==> config.mk <==
export PLATFORM = sky130hd
export DESIGN_NAME = wb_stage
export DESIGN_NICKNAME = d
export VERILOG_FILES = /design/src/rtl/wb_stage_pkg.sv /design/src/rtl/wb_stage_load_extract.sv /design/src/rtl/wb_stage.sv
export SDC_FILE = /design/constraint.sdc
export NUM_CORES = 1
export LEC_CHECK = 0
export CORE_MARGIN = 10
export CORE_UTILIZATION = 30
export CTS_CLUSTER_DIAMETER = 200
export DETAILED_ROUTE_END_ITERATION = 10
export GPL_ROUTABILITY_DRIVEN = 0
export PLACE_DENSITY = 0.58
export RECOVER_POWER = 50
export SETUP_SLACK_MARGIN = 0.02
export SYNTH_ARGS = -nofsm -noshare
export SYNTH_HDL_FRONTEND = slang
export SYNTH_HIERARCHICAL = 1
export SYNTH_SLANG_ARGS = --single-unit
export TNS_END_PERCENT = 5
==> constraint.sdc <==
create_clock -name clk -period 2.8 [get_ports clk]
set_input_delay 0.42 -clock clk [delete_from_list [all_inputs] [get_ports clk]]
set_output_delay 0.42 -clock clk [all_outputs]
set_load 0.02 [all_outputs]
==> src/rtl/wb_stage_pkg.sv <==
// ============================================================================
// wb_stage_pkg: write-select, load funct3 and FSM state encodings.
// Rev 1.0
// ============================================================================
`default_nettype none

package wb_stage_pkg;

  localparam logic [1:0] WB_ALU  = 2'b00;
  localparam logic [1:0] WB_LOAD = 2'b01;
  localparam logic [1:0] WB_PC4  = 2'b10;
  localparam logic [1:0] WB_IMM  = 2'b11;

  localparam logic [2:0] F3_LB  = 3'b000;
  localparam logic [2:0] F3_LH  = 3'b001;
  localparam logic [2:0] F3_LW  = 3'b010;
  localparam logic [2:0] F3_LBU = 3'b100;
  localparam logic [2:0] F3_LHU = 3'b101;

  typedef enum logic [0:0] {
    IDLE      = 1'b0,
    WAIT_LOAD = 1'b1
  } state_e;

endpackage

`default_nettype wire

==> src/rtl/wb_stage_load_extract.sv <==
// ============================================================================
// load_extract: selects and extends the addressed byte/half/word of a load.
// Rev 1.0
// ============================================================================
`default_nettype none

module load_extract
  import wb_stage_pkg::*;
#(
  parameter int XLEN = 32
) (
  input  logic [XLEN-1:0] rdata_i,
  input  logic [1:0]      off_i,
  input  logic [2:0]      funct3_i,
  output logic [XLEN-1:0] data_o,
  output logic            err_o
);

  logic [XLEN-1:0] w_shift;
  logic [7:0]      w_byte;
  logic [15:0]     w_half;

  assign w_shift = rdata_i >> {off_i, 3'b000};
  assign w_byte  = w_shift[7:0];
  assign w_half  = off_i[1] ? rdata_i[31:16] : rdata_i[15:0];

  always_comb begin
    data_o = '0;
    err_o  = 1'b0;
    unique case (funct3_i)
      F3_LB:  data_o = {{(XLEN-8){w_byte[7]}}, w_byte};
      F3_LBU: data_o = {{(XLEN-8){1'b0}}, w_byte};
      F3_LH: begin
        data_o = {{(XLEN-16){w_half[15]}}, w_half};
        err_o  = off_i[0];
      end
      F3_LHU: begin
        data_o = {{(XLEN-16){1'b0}}, w_half};
        err_o  = off_i[0];
      end
      F3_LW: begin
        data_o = rdata_i;
        err_o  = (off_i != 2'b00);
      end
      default: err_o = 1'b1;
    endcase
  end

endmodule

`default_nettype wire

==> src/rtl/wb_stage.sv <==
// ============================================================================
// wb_stage: RV32I write-back stage; selects result, waits for loads, drives RF.
// Rev 1.0
// ============================================================================
`default_nettype none

module wb_stage
  import wb_stage_pkg::*;
#(
  parameter int XLEN    = 32,
  parameter int TIMEOUT = 255,
  parameter int TO_W    = 8
) (
  input  logic            clk,
  input  logic            rst_n,
  input  logic            in_valid,
  output logic            in_ready,
  input  logic [1:0]      wb_sel,
  input  logic            reg_write,
  input  logic [4:0]      rd,
  input  logic [XLEN-1:0] alu_result,
  input  logic [XLEN-1:0] pc_plus4,
  input  logic [XLEN-1:0] imm,
  input  logic [2:0]      funct3,
  input  logic            dmem_rvalid,
  input  logic [XLEN-1:0] dmem_rdata,
  output logic            rf_we,
  output logic [4:0]      rf_waddr,
  output logic [XLEN-1:0] rf_wdata,
  output logic            load_err,
  output logic            busy
);

  localparam logic [TO_W-1:0] TO_LAST = TO_W'(TIMEOUT - 1);

  state_e          state_q, state_d;
  logic [TO_W-1:0] cnt_q, cnt_d;
  logic [4:0]      ld_rd_q, ld_rd_d;
  logic            ld_rw_q, ld_rw_d;
  logic [2:0]      ld_f3_q, ld_f3_d;
  logic [1:0]      ld_off_q, ld_off_d;
  logic            we_q, we_d;
  logic [4:0]      waddr_q, waddr_d;
  logic [XLEN-1:0] wdata_q, wdata_d;
  logic            err_q, err_d;

  logic            w_accept, w_is_load, w_timeout;
  logic [XLEN-1:0] w_ext_data, w_sel_data;
  logic            w_ext_err;

  load_extract #(.XLEN(XLEN)) u_extract (
    .rdata_i  (dmem_rdata),
    .off_i    (ld_off_q),
    .funct3_i (ld_f3_q),
    .data_o   (w_ext_data),
    .err_o    (w_ext_err)
  );

  assign w_accept  = in_valid && in_ready;
  assign w_is_load = (wb_sel == WB_LOAD);
  // rvalid has priority; timeout is only evaluated when no response arrives
  assign w_timeout = (TIMEOUT != 0) && (cnt_q == TO_LAST) && !dmem_rvalid;

  always_ff @(posedge clk or negedge rst_n) begin
    if (!rst_n) begin
      state_q <= IDLE;
      cnt_q   <= '0;
    end else begin
      state_q <= state_d;
      cnt_q   <= cnt_d;
    end
  end

  always_comb begin
    state_d = state_q;
    cnt_d   = cnt_q;
    unique case (state_q)
      IDLE: begin
        if (w_accept && w_is_load) begin
          state_d = WAIT_LOAD;
          cnt_d   = '0;
        end
      end
      WAIT_LOAD: begin
        cnt_d = cnt_q + TO_W'(1);
        if (dmem_rvalid || w_timeout) state_d = IDLE;
      end
      default: state_d = IDLE;
    endcase
  end

  always_comb begin
    in_ready = (state_q == IDLE);
    busy     = (state_q == WAIT_LOAD);
  end

  always_comb begin
    unique case (wb_sel)
      WB_PC4:  w_sel_data = pc_plus4;
      WB_IMM:  w_sel_data = imm;
      default: w_sel_data = alu_result;
    endcase
  end

  always_comb begin
    ld_rd_d  = ld_rd_q;
    ld_rw_d  = ld_rw_q;
    ld_f3_d  = ld_f3_q;
    ld_off_d = ld_off_q;
    we_d     = 1'b0;
    waddr_d  = waddr_q;
    wdata_d  = wdata_q;
    err_d    = 1'b0;
    if (state_q == IDLE) begin
      if (w_accept && w_is_load) begin
        ld_rd_d  = rd;
        ld_rw_d  = reg_write;
        ld_f3_d  = funct3;
        ld_off_d = alu_result[1:0];
      end else if (w_accept) begin
        we_d = reg_write && (rd != 5'd0);
      end
      if (we_d) begin
        waddr_d = rd;
        wdata_d = w_sel_data;
      end
    end else if (dmem_rvalid) begin
      err_d = w_ext_err;
      we_d  = !w_ext_err && ld_rw_q && (ld_rd_q != 5'd0);
      if (we_d) begin
        waddr_d = ld_rd_q;
        wdata_d = w_ext_data;
      end
    end else if (w_timeout) begin
      err_d = 1'b1;
    end
  end

  always_ff @(posedge clk or negedge rst_n) begin
    if (!rst_n) begin
      ld_rd_q  <= '0;
      ld_rw_q  <= 1'b0;
      ld_f3_q  <= '0;
      ld_off_q <= '0;
      we_q     <= 1'b0;
      waddr_q  <= '0;
      wdata_q  <= '0;
      err_q    <= 1'b0;
    end else begin
      ld_rd_q  <= ld_rd_d;
      ld_rw_q  <= ld_rw_d;
      ld_f3_q  <= ld_f3_d;
      ld_off_q <= ld_off_d;
      we_q     <= we_d;
      waddr_q  <= waddr_d;
      wdata_q  <= wdata_d;
      err_q    <= err_d;
    end
  end

  assign rf_we    = we_q;
  assign rf_waddr = waddr_q;
  assign rf_wdata = wdata_q;
  assign load_err = err_q;

endmodule

`default_nettype wire

==> results of run 1 <==
[sequential cells by signal, summed over array words and instances (netlist names)]
| signal | count |
|---|---|
| ld_rd_q | 5 |
| cnt_q | 8 |
| busy | 1 |
| rf_we | 1 |
| ld_off_q | 2 |
| ld_f3_q | 3 |
| rf_waddr | 5 |
| load_err | 1 |
| ld_rw_q | 1 |
| rf_wdata | 32 |
[final cells by class]
class | count | area share, %
tap | 180 | 3.452
multi-input combinational | 338 | 37.76
inverter | 35 | 2.013
clock inverter | 7 | 1.170
clock buffer | 9 | 3.452
sequential | 59 | 22.63
timing repair buffer | 198 | 29.53
[worst max-delay path, cell delays in order, from the launching register on]
cell and delay, ps:
dfrtp_1 370, or2_2 310, o21a_1 170, o22a_1 160, nor2b_1 180, o2111ai_1 150, nand2_2 200, buf_4 510
mux2i_1 270
[synthesized netlist by cell type (all sizes together) (2+ instances only)]
cell	number
nor3b	2
o31ai	3
o21ai	10
a21oi	33
o22ai	2
nand3	3
mux2i	69
a211oi	48
or4	2
a22oi	18
o221ai	5
ha	2
a221o	7
o211ai	2
nor2	39
buf	21
inv	35
a2bb2oi	2
or2	2
dfrtp	59
clkbuf	22
nand4	4
o2111ai	2
nand2	47
nor2b	8
nand2b	3
mux2	14
[cells by family (layout without fill, tap and decap cells)]
| group | Yosys count | after routing | share of synthesized area (%) |
|---|---|---|---|
| XOR/XNOR | 1 | 1 | 0.2038 |
| adder cells (fa/ha/maj) | 2 | 2 | 0.5820 |
| flip-flops | 59 | 59 | 34.34 |
| AO/OA/AOI/OAI | 137 | 137 | 24.04 |
| AND/OR/NAND/NOR | 114 | 114 | 11.84 |
| buffers and inverters | 78 | 249 | 8.557 |
| multiplexers | 84 | 84 | 20.43 |
[per-layer routing]
metal	track usage (%)	wire length (um)	part of all wire, %
met1	19.99	7148	44
met2	27.39	8162	50
met3	4.219	922	5.6
met4	3.696	126	0.77
met5	0	0	0
[per-stage QoR]
step | instance area (sq um) | std cells
final | 6525 | 826
after global routing | 6525 | 826
after CTS | 6529 | 826
after detailed placement | 6227 | 810
after global placement | 6227 | 810
after floorplan | 4299 | 475
[report_power, final]
group	internal (mW)	switching (mW)	total [mW]	leakage, nW
registers	1.11	0.196	1.31	0.716
clock network	0.692	0.424	1.12	0.142
logic	0.971	1.06	2.03	1.87
[worst max path at each step]
stage	from	end	slack, ps
global placement	rd[1]	rf_wdata[7]$_DFFE_PN0P_	360
global route	ld_f3_q[2]$_DFFE_PN0P_	rf_wdata[11]$_DFFE_PN0P_	160
detailed placement	rd[2]	rf_wdata[19]$_DFFE_PN0P_	280
floorplan	ld_f3_q[2]$_DFFE_PN0P_	rf_waddr[0]$_DFFE_PN0P_	730
CTS	ld_f3_q[2]$_DFFE_PN0P_	rf_wdata[28]$_DFFE_PN0P_	350
finish	ld_f3_q[2]$_DFFE_PN0P_	rf_wdata[10]$_DFFE_PN0P_	360
==> results.md, run 1 <==
- Status: finished, violations left
- Failing checks: max-capacitance violations, max-slew violations
- Worst reg2reg endpoint: rf_wdata[10]$_DFFE_PN0P_
- R2R setup slack: 360 ps
- Slew headroom: -1.020%
- Most common cell after layout, fill and taps aside: clkdlybuf4s50_1
- Peak supply drop: 0.0002894 V
- Fin worst setup slack: 360.1 ps
- Avg Vias per Cell: 5.091
- HP Class: reg -> reg
- Total CTS buffers: 9
- Core ar.: 13,930 sq um
- Highest clock rate: 409.9 MHz
- Largest net degree at the start of global routing: 67
- #FFs+latches synth: 59
- Type of origin of the critical path: register
- Hold depth: 2
- Register area share after synthesis: 34.34%
- Reg2reg start: ld_f3_q[2]$_DFFE_PN0P_
- Final setup vio count: 0
- Pleak: 2.724 nW
- Slew @ Worst Pin: 1515 ps
- Top cells by area, synth: dfrtp_1 34%, mux2i_1 16%, a211oi_1 6.6%
- Crit path arrival time: 2690 ps
- H-tree depth: 3
- Antenna cells: 0
- Post-DRT Antenna Nets: 0
- Layout cells sized above 1: 9.598%
- Pwr/cell area: 682.9 nW/um^2
- Setup crit end kind: register
- Ys Warns: 6
- Top-area cell type share of the netlist area: roughly a third
- Drt drc: 0
- Area occupied by multi-input gates: 2464 sq um
- Pre-CTS WS: between 200 and 300 ps
- Post-layout min period: 2440 ps
- Die H: between 100 and 150 um
- Hold_ws: between 400 and 500 ps
- IO buf count: between 150 and 200
- RSZ-0062 raised after global routing: no
- IO Pins: 184
- Setup Skew: 4.897 ps
- Layout Nets: 786
- # clock sinks: 59
- Hold path startpoint: ld_rw_q$_DFFE_PN0P_
- Final Slew Violations: 60
- P&R area growth vs syn: 51.78%
- Post-CTS sizing: 0
- Critical Path RT: 3050 ps
- Total power: 4.456 mW
- Post-CTS Hold Buffers: 0
- DR WL/cell: a little under 20 um
- Worst-path clk slew: 60 ps
- R2R cell count: 8
- Syn Area/Cell: about 9.1 sq um
- Clock Latency Late Sink: 330 ps
- Drt first-iter violations: ~250
- Hold EP: ld_rw_q$_DFFE_PN0P_
- DR pass1 iterations: 4
- Initial core utilization: 30.85%
- Yosys cell types: 49
- Syn Nets: just over 600
- Initial antenna violation count: 0
- Grt total ovfl: 0
- Filler cell count in the final layout: 1,337
- Final hold vios: 0
- CTS tree: done
- Chip width: 139.7 um
- Wire length of the first global-routing pass: 25,750 um
- Max Cap Violations: 1
- Max Fanout on Critical Path: 33
- # rows: between 40 and 50
- Register area: 1476 sq um
- EDFF count, synth: 0
- Most frequent cells in the layout: 175 x clkdlybuf4s50_1, 69 x mux2i_1, 59 x dfrtp_1, 46 x nand2_1, 39 x nor2_1
- Post-DP HPWL: 12,700 um
- Area leader, netlist: dfrtp_1
- Die area: just under 20,000 sq um
- Fin Setup TNS: 0 ps
- Post-Syn Area: 4299 sq um
- CTS Buffer Depth: 2
- Total GRT Usage: ~16%
- Vias: 4,205
- Async SR Flop Fraction: 100.0%
- Top_reg_cell synth: dfrtp_1
- Tcrit/Tclk final: 87.14%
- Total wire length: 16,360 um
- Mapped Cells: between 400 and 500
- Crit Path Category: reg -> reg
- Post-CTS Setup Bufs: 0
- Vias in the first global route: 4,424
- Root Buffer: clkbuf_16
- Final core utilization: 46.83%
Note: power is estimated with default switching activity, not from simulation.
==> run 2: changes to the inputs <==
--- a/config.mk
+++ b/config.mk
@@ -8,6 +8,7 @@
 export CORE_MARGIN = 10
 export CORE_UTILIZATION = 30
 export CTS_CLUSTER_DIAMETER = 200
+export CTS_CLUSTER_SIZE = 24
 export DETAILED_ROUTE_END_ITERATION = 10
 export GPL_ROUTABILITY_DRIVEN = 0
 export PLACE_DENSITY = 0.58
==> results of run 2 <==
Same layout as run 1: the final DEF is identical, and so are final timing and power.
==> run 3: changes to the inputs <==
==> constraint.sdc (replaced) <==
create_clock -name clk -period 3.2 [get_ports clk]
set_input_delay 0.48 -clock clk [delete_from_list [all_inputs] [get_ports clk]]
set_output_delay 0.48 -clock clk [all_outputs]
set_load 0.02 [all_outputs]
==> run 3 against run 2 <==
The flow still finishes with violations (max-capacitance violations, max-slew violations). Fmax shrank 10%. Sequential cell count is the same. Critical path depth unchanged. Highest routed layer unchanged.
==> results.md, run 3 (synthesis results as in run 1) <==
- Status: finished, violations left
- Failing checks: max-capacitance violations, max-slew violations
- Tcrit/Tclk final: between 80% and 90%
- Worst-path clk slew: around 60 ps
- Largest net degree at the start of global routing: 60
- IO buf count: ~180
- Wire length of the first global-routing pass: 25,720 um
- Crit path arrival time: 2960 ps
- Slew headroom: -0.7693%
- Vias in the first global route: 4,396
- Avg Vias per Cell: ~5.1
- Post-CTS Setup Bufs: 0
- Post-Layout Inst Area: 6541 sq um
- Dpl cell area: 6190 sq um
- Highest clock rate: 368.5 MHz
- Final Slew Violations: 60
- Sw frac: 36.30%
- HP Class: reg -> reg
- Post-CTS sizing: 0
- Logic pwr share: 43.0%
- DR pass1 iterations: 5
- Filler cell count in the final layout: roughly 1,400
- Core ar.: roughly 14,000 sq um
- Most frequent cells in the layout: 161 x clkdlybuf4s50_1, 69 x mux2i_1, 58 x dfrtp_1, 46 x nand2_1, 39 x nor2_1
- CTS tree: done
- IO Pins: 184
- Layout cells sized above 1: 9.048%
- Slew @ Worst Pin: 1512 ps
- Initial antenna violation count: 1
- CTS Buffer Depth: 2
- Post-DRT Antenna Nets: 0
- Post-DP HPWL: 12,950 um
- Critical Path RT: ~3500 ps
- Pwr/cell area: 616.3 nW/um^2
- Max Fanout on Critical Path: 33
- Clock power share: roughly 29%
- Most common cell after layout, fill and taps aside: clkdlybuf4s50_1
- Setup Skew: about 6.7 ps
- Drt drc: 0
- Drt first-iter violations: 346
- Post-layout min period: 2714 ps
- Setup crit end kind: register
- Layout Nets: 781
- Grt total ovfl: 0
- P&R area growth vs syn: 52.15%
- Type of origin of the critical path: register
- Post-CTS Hold Buffers: 0
- Final setup vio count: 0
- DR WL/cell: 20.24 um
- RSZ-0062 raised after global routing: no
- Die area: 19,520 sq um
- Chip width: 139.7 um
- Crit Path Category: reg -> reg
- Final hold vios: 0
- Max FFs per register: 32
- Vias: 4,171
- Die H: 139.7 um
- Total CTS buffers: 9
- Max Cap Violations: 1
- Peak supply drop: 0.0003445 V
- Internal power: 2.568 mW
- Seq pwr share: 28.4%
- Initial core utilization: 30.85%
- Total wire length: 16,640 um
- # clock sinks: 59
- Clock Latency Late Sink: 330 ps
- # rows: 43
- Fin Setup TNS: 0 ps
- Total GRT Usage: 16.43%
- Switching pwr: approximately 1.5 mW
- Pleak: 2.731 nW
- R2R setup slack: 490 ps
- H-tree depth: 3
- Root Buffer: clkbuf_16
run 3: changes by cell type in the layout (fill, tap and decap cells not counted):
cell             delta
inv_6               -1
clkinvlp_4          -2
dfrtp_1             -1
buf_4               -5
diode_2             +1
clkdlybuf4s50_1    -14
clkbuf_8            +1
bufinv_16           +2
dfrtp_2             +1
dlygate4sd3_1      +14
run 3: power groups by stage:
stage          clock network [mW]  registers (mW)  logic (mW)
2_1_floorplan                   0            1.33       0.797
3_3_place_gp                    0            1.15        1.74
3_5_place_dp                    0            1.16        1.77
4_1_cts                      1.17            1.15        1.78
5_1_grt                      1.20            1.18        1.88
6_report                     1.15            1.14        1.73
run 3: area by class of cell:
type,instances,area [sq um],area share (%)
multi-input cells,338,2464,37.66
well taps,180,225.2,3.443
clock buffers,10,239.0,3.653
inverters,35,131.4,2.008
flip-flops and latches,59,1478,22.59
clock inverters,6,112.6,1.722
repair buffers,193,1889,28.88
diodes,1,2.502,0.03826
run 3: path summary, 6_finish.rpt:
kind                                         from                 endpoint  cells after the start
max in group asynchronous                   rst_n           busy$_DFF_PN0_                      2
max reg2reg                ld_f3_q[0]$_DFFE_PN0P_  rf_wdata[0]$_DFFE_PN0P_                      8
min reg2reg                   ld_rw_q$_DFFE_PN0P_      ld_rw_q$_DFFE_PN0P_                      2
min                           ld_rw_q$_DFFE_PN0P_      ld_rw_q$_DFFE_PN0P_                      2
min in group asynchronous                   rst_n   ld_rd_q[4]$_DFFE_PN0P_                      2
max                        ld_f3_q[0]$_DFFE_PN0P_  rf_wdata[0]$_DFFE_PN0P_                      8
run 3: worst max-delay path: stages, from the launching register on:
cell	delay [ps]
dfrtp_1	470
or2_2	430
o21a_1	200
o22a_1	170
nor2b_1	170
o2111ai_1	160
nand2_2	220
buf_4	510
mux2i_1	270
run 3: routing by layer:
| layer | track usage (%) | part of all wire (%) | wire [um] | vias to the layer above |
|---|---|---|---|---|
| met5 | 0 | 0 | 0 | - |
| met4 | 5.272 | 1.3 | 208 | 0 |
| met3 | 3.743 | 5.5 | 915 | 12 |
| met2 | 28.48 | 51 | 8454 | 118 |
| met1 | 19.54 | 42 | 7059 | 1996 |
| li1 | - | - | - | 2045 |
run 3: metrics by stage:
| stage | power [mW] | worst slack, ps | std cells | utilization, % | hold WS, ps |
|---|---|---|---|---|---|
| global route | 4.259 | 258.1 | 822 | 46.94 | 520.7 |
| detailed placement | 2.929 | 493.5 | 805 | 44.42 | 480.5 |
| finish | 4.031 | 486.4 | 822 | 46.94 | 487.2 |
| CTS | 4.100 | 482.5 | 821 | 46.94 | 347.2 |
| global placement | 2.894 | 571.5 | 805 | 44.42 | 463.3 |
| floorplan | 2.128 | 1130 | 475 | - | 184.4 |
==> edit 1: new RTL, settings of run 3 <==
Change the parameter `TO_W` from 8 to 12.
--- a/src/rtl/wb_stage.sv
+++ b/src/rtl/wb_stage.sv
@@ -11,3 +11,3 @@
   parameter int TIMEOUT = 255,
-  parameter int TO_W    = 8
+  parameter int TO_W    = 12
 ) (
Formal check against the unedited RTL: same outputs for any inputs over 4 cycles, from zero or initial values and one cycle with rst_n low; that may be too few to reach the edited logic, so the function may still have changed.
==> edit 1 against run 3 <==
  * Non-clock buffer count rose by 2
  * Synthesized cell count rose by 4.8%
  * Cell area up 2.8%
  * Routed wire length is 1.9% lower
  * Setup slack lost 0.066 ns
  * Utilization fell by 1.0 points
  * Fmax is 2.4% lower
  * Synthesized area is 5.1% higher
  * Sequential cell count is 4 higher
  * Critical path depth unchanged
  * Power fell by 2.6%
  * Critical path type unchanged
  * Critical endpoint is now rf_wdata[5]$_DFFE_PN0P_
  * Largest cell class unchanged
==> edit 1: results <==
[layout]
multi_input_area_sq_um = 2570
multi_input_cells = 355
fillers = 1431
drive_gt1_frac = 0.0827
n_all_inverters = 36
seqCellArea_sq_um = 1580
multi_input_area_share = 0.382
nets = 805

[route]
postRouteWirelength_um = 16300
drt_pass1_iterations = 4
drtIter0Drc = 233
post_drt_wl_per_cell_um = 19.2
wl_met2_um = 8060
wl_met1_um = 6620
viasPerCell = 5.12

[grt]
grt_util_all_layers = 0.157
grt_max_degree = 51
grtUsageMet1 = 0.184
grt_pass1_wl_um = 25300
antenna_found_initial = 0
use_met3 = 0.0537
grt_pass1_vias = 4559

[pwr]
power.clock.total_w = 0.00104
pg_seq_w = 0.00120
power.static_leakage_nw = 2.83
power.density_nw_per_um2 = 584
peakVddDrop_mv = 0.277
swShare = 0.362

[logic_synthesis]
yosysUniqueCellTypes = 53
synth_area_leaders = dfrtp_1 35%, mux2i_1 16%, a211oi_1 6.3%
synthAdderAreaFrac = 0.00554
synth_compound_area_frac = 0.229
synth_fp_nets = 643
seq_area_frac_synth = 0.349
synth_top_cells_by_count = 72 x mux2i_1, 63 x dfrtp_1, 48 x nand2_1
syn_avg_cell_area_sq_um = 9.07

[clock_tree]
cts_sinks = 63

[placed_design]
hpwl_um = 13100
placed_area_sq_um = 6410
dp_cells = 832
place_ws_ns = 0.520

[critical_path]
worstPathArrival_ns = 3.02

[timing]
hold_ws_ns = 0.488
slew_headroom = 0.237

[run_status]
status = complete, no violations

[floorplan]
rows = 44
edit 1: how the worst max path moves through the flow:
stage	to	slack (ns)	cells past startpoint
2_1_floorplan	rf_waddr[0]$_DFFE_PN0P_	1.12	9
3_3_place_gp	rf_wdata[29]$_DFFE_PN0P_	0.58	8
3_5_place_dp	rf_wdata[23]$_DFFE_PN0P_	0.52	8
4_1_cts	rf_wdata[5]$_DFFE_PN0P_	0.51	8
5_1_grt	rf_wdata[3]$_DFFE_PN0P_	0.20	8
6_report	rf_wdata[5]$_DFFE_PN0P_	0.42	8
edit 1: tightest hold or removal path, stage by stage, from the launching register on:
cell and delay [ns]:
dfrtp_1 0.35, nand2_1 0.05, nand2_1 0.05
edit 1: what timing repair did:
item	4_1_cts	5_1_grt
endpoints found under the hold margin	3	0
gates resized for setup	0	0
setup buffers	0	0
hold buffers	1	0
==> edit 2: new RTL, flow settings as in run 3 <==
Without the edit above. Remove the register `err_q`: a continuous assignment takes its place, so the output `load_err` follows one clock earlier.
--- a/src/rtl/wb_stage.sv
+++ b/src/rtl/wb_stage.sv
@@ -147,3 +147,2 @@
       wdata_q  <= '0;
-      err_q    <= 1'b0;
     end else begin
@@ -156,5 +155,6 @@
       wdata_q  <= wdata_d;
-      err_q    <= err_d;
     end
   end
+
+  assign err_q = err_d;
 
Behaviour: not the same (a bounded check fails within 4 cycles, from zero or initial values and one cycle with rst_n low).
==> edit 2 against run 3 <==
  * Largest power group unchanged
  * Clock power down 14%
  * Routed wire length fell by 2.8%
  * Via count shrank 0.50%
  * Critical path type is now flop to output port
  * Cell area fell by 1.2%
  * First-iteration DRC count fell by 17%
  * Clock skew down 0.0016 ns
  * Setup slack worse by 0.17 ns
  * Sequential cell count shrank 1
  * Power is 4.6% lower
  * Synthesized area fell by 0.58%
==> edit 2: results <==
[run_status]
status = complete, no violations

[pwr]
swShare = 0.377
clockPowerShare = 0.257
peakVddDrop_mv = 0.243
power.static_leakage_nw = 2.68

[route]
drtIter0Drc = 286
vias = 4150
wl_met2_um = 7930
wl_met3_um = 1050
viasPerCell = 5.06
wl_met1_um = 6810
post_drt_wl_per_cell_um = 19.7
drt_pass1_iterations = 5

[critical_path]
worstPathArrival_ns = 2.41
reg2reg_to = rf_wdata[19]$_DFFE_PN0P_
cp_max_fo = 12
crit_slowest_cell = clkdlybuf4s50_1
critical-path-max-stage-delay_ns = 0.56
setup.worst_path.end = load_err
critPathTopFamily = simple AND/OR/NAND/NOR gates

[grt]
grt_max_degree = 71
gr-usage-met2 = 0.274
antenna_found_initial = 0
grt_pass1_vias = 4454
use_met3 = 0.0442
grt_util_all_layers = 0.161
grtUsageMet1 = 0.188
grt_pass1_wl_um = 25300

[logic_synthesis]
synthAdderAreaFrac = 0.00585
synth_area_leaders = dfrtp_1 34%, mux2i_1 16%, a211oi_1 6.7%
synth_fp_nets = 619
yosysUniqueCellTypes = 49
synth_top_cells_by_count = 69 x mux2i_1, 58 x dfrtp_1, 47 x nand2_1
async_reset_ff_frac = 1.00
syn_avg_cell_area_sq_um = 9.02
synth.mux.area_fraction = 0.206
seq_area_frac_synth = 0.340
synth_ff_type = dfrtp_1
synth-xor-area-share = 0.00205
synth_compound_area_frac = 0.242

[layout]
largest_reg_flops = 32
nets = 780
drive_gt1_frac = 0.0875
diodes = 0

[timing]
hold_ws_ns = 0.444
tightestPinTransition_ns = 1.35
clock_skew_ns = 0.00517

[clock_tree]
cts_setup_buffers = 0
htreeDepth = 3
cts-root-buf = clkbuf_16

[placed_design]
dp_cells = 804
placed_area_sq_um = 6160
hpwl_um = 12600

[min_path]
hold_class = input port to async pin
==> edit 2: cell count changes after synthesis, sizes merged <==
cell   before  now
dfrtp      59   58
==> edit 2: final cells by class <==
| cell class | count | area (sq um) |
|---|---|---|
| multi-input cells | 338 | 2460 |
| repair buffers | 193 | 1890 |
| flip-flops and latches | 58 | 1450 |
| well taps | 180 | 225 |
| clock buffers | 10 | 239 |
| fillers | 1336 | 7470 |
| clock inverters | 6 | 66.3 |
| inverters | 35 | 131 |
==> edit 2: logic make-up (layout without fill, tap and decap cells) <==
logic type / after synthesis / count (layout)
XOR/XNOR: 1 / 1
flip-flops: 58 / 58
multiplexers: 84 / 84
AO/OA/AOI/OAI: 137 / 137
adder cells (fa/ha/maj): 2 / 2
buffers and inverters: 78 / 244
AND/OR/NAND/NOR: 114 / 114
==> edit 2: per-stage QoR <==
step,total power [W],setup slack (ns)
final,0.00385,0.312
after global routing,0.00409,0.214
after CTS,0.00392,0.294
after detailed placement,0.00291,0.487
after global placement,0.00289,0.532
after floorplan,0.00211,0.965
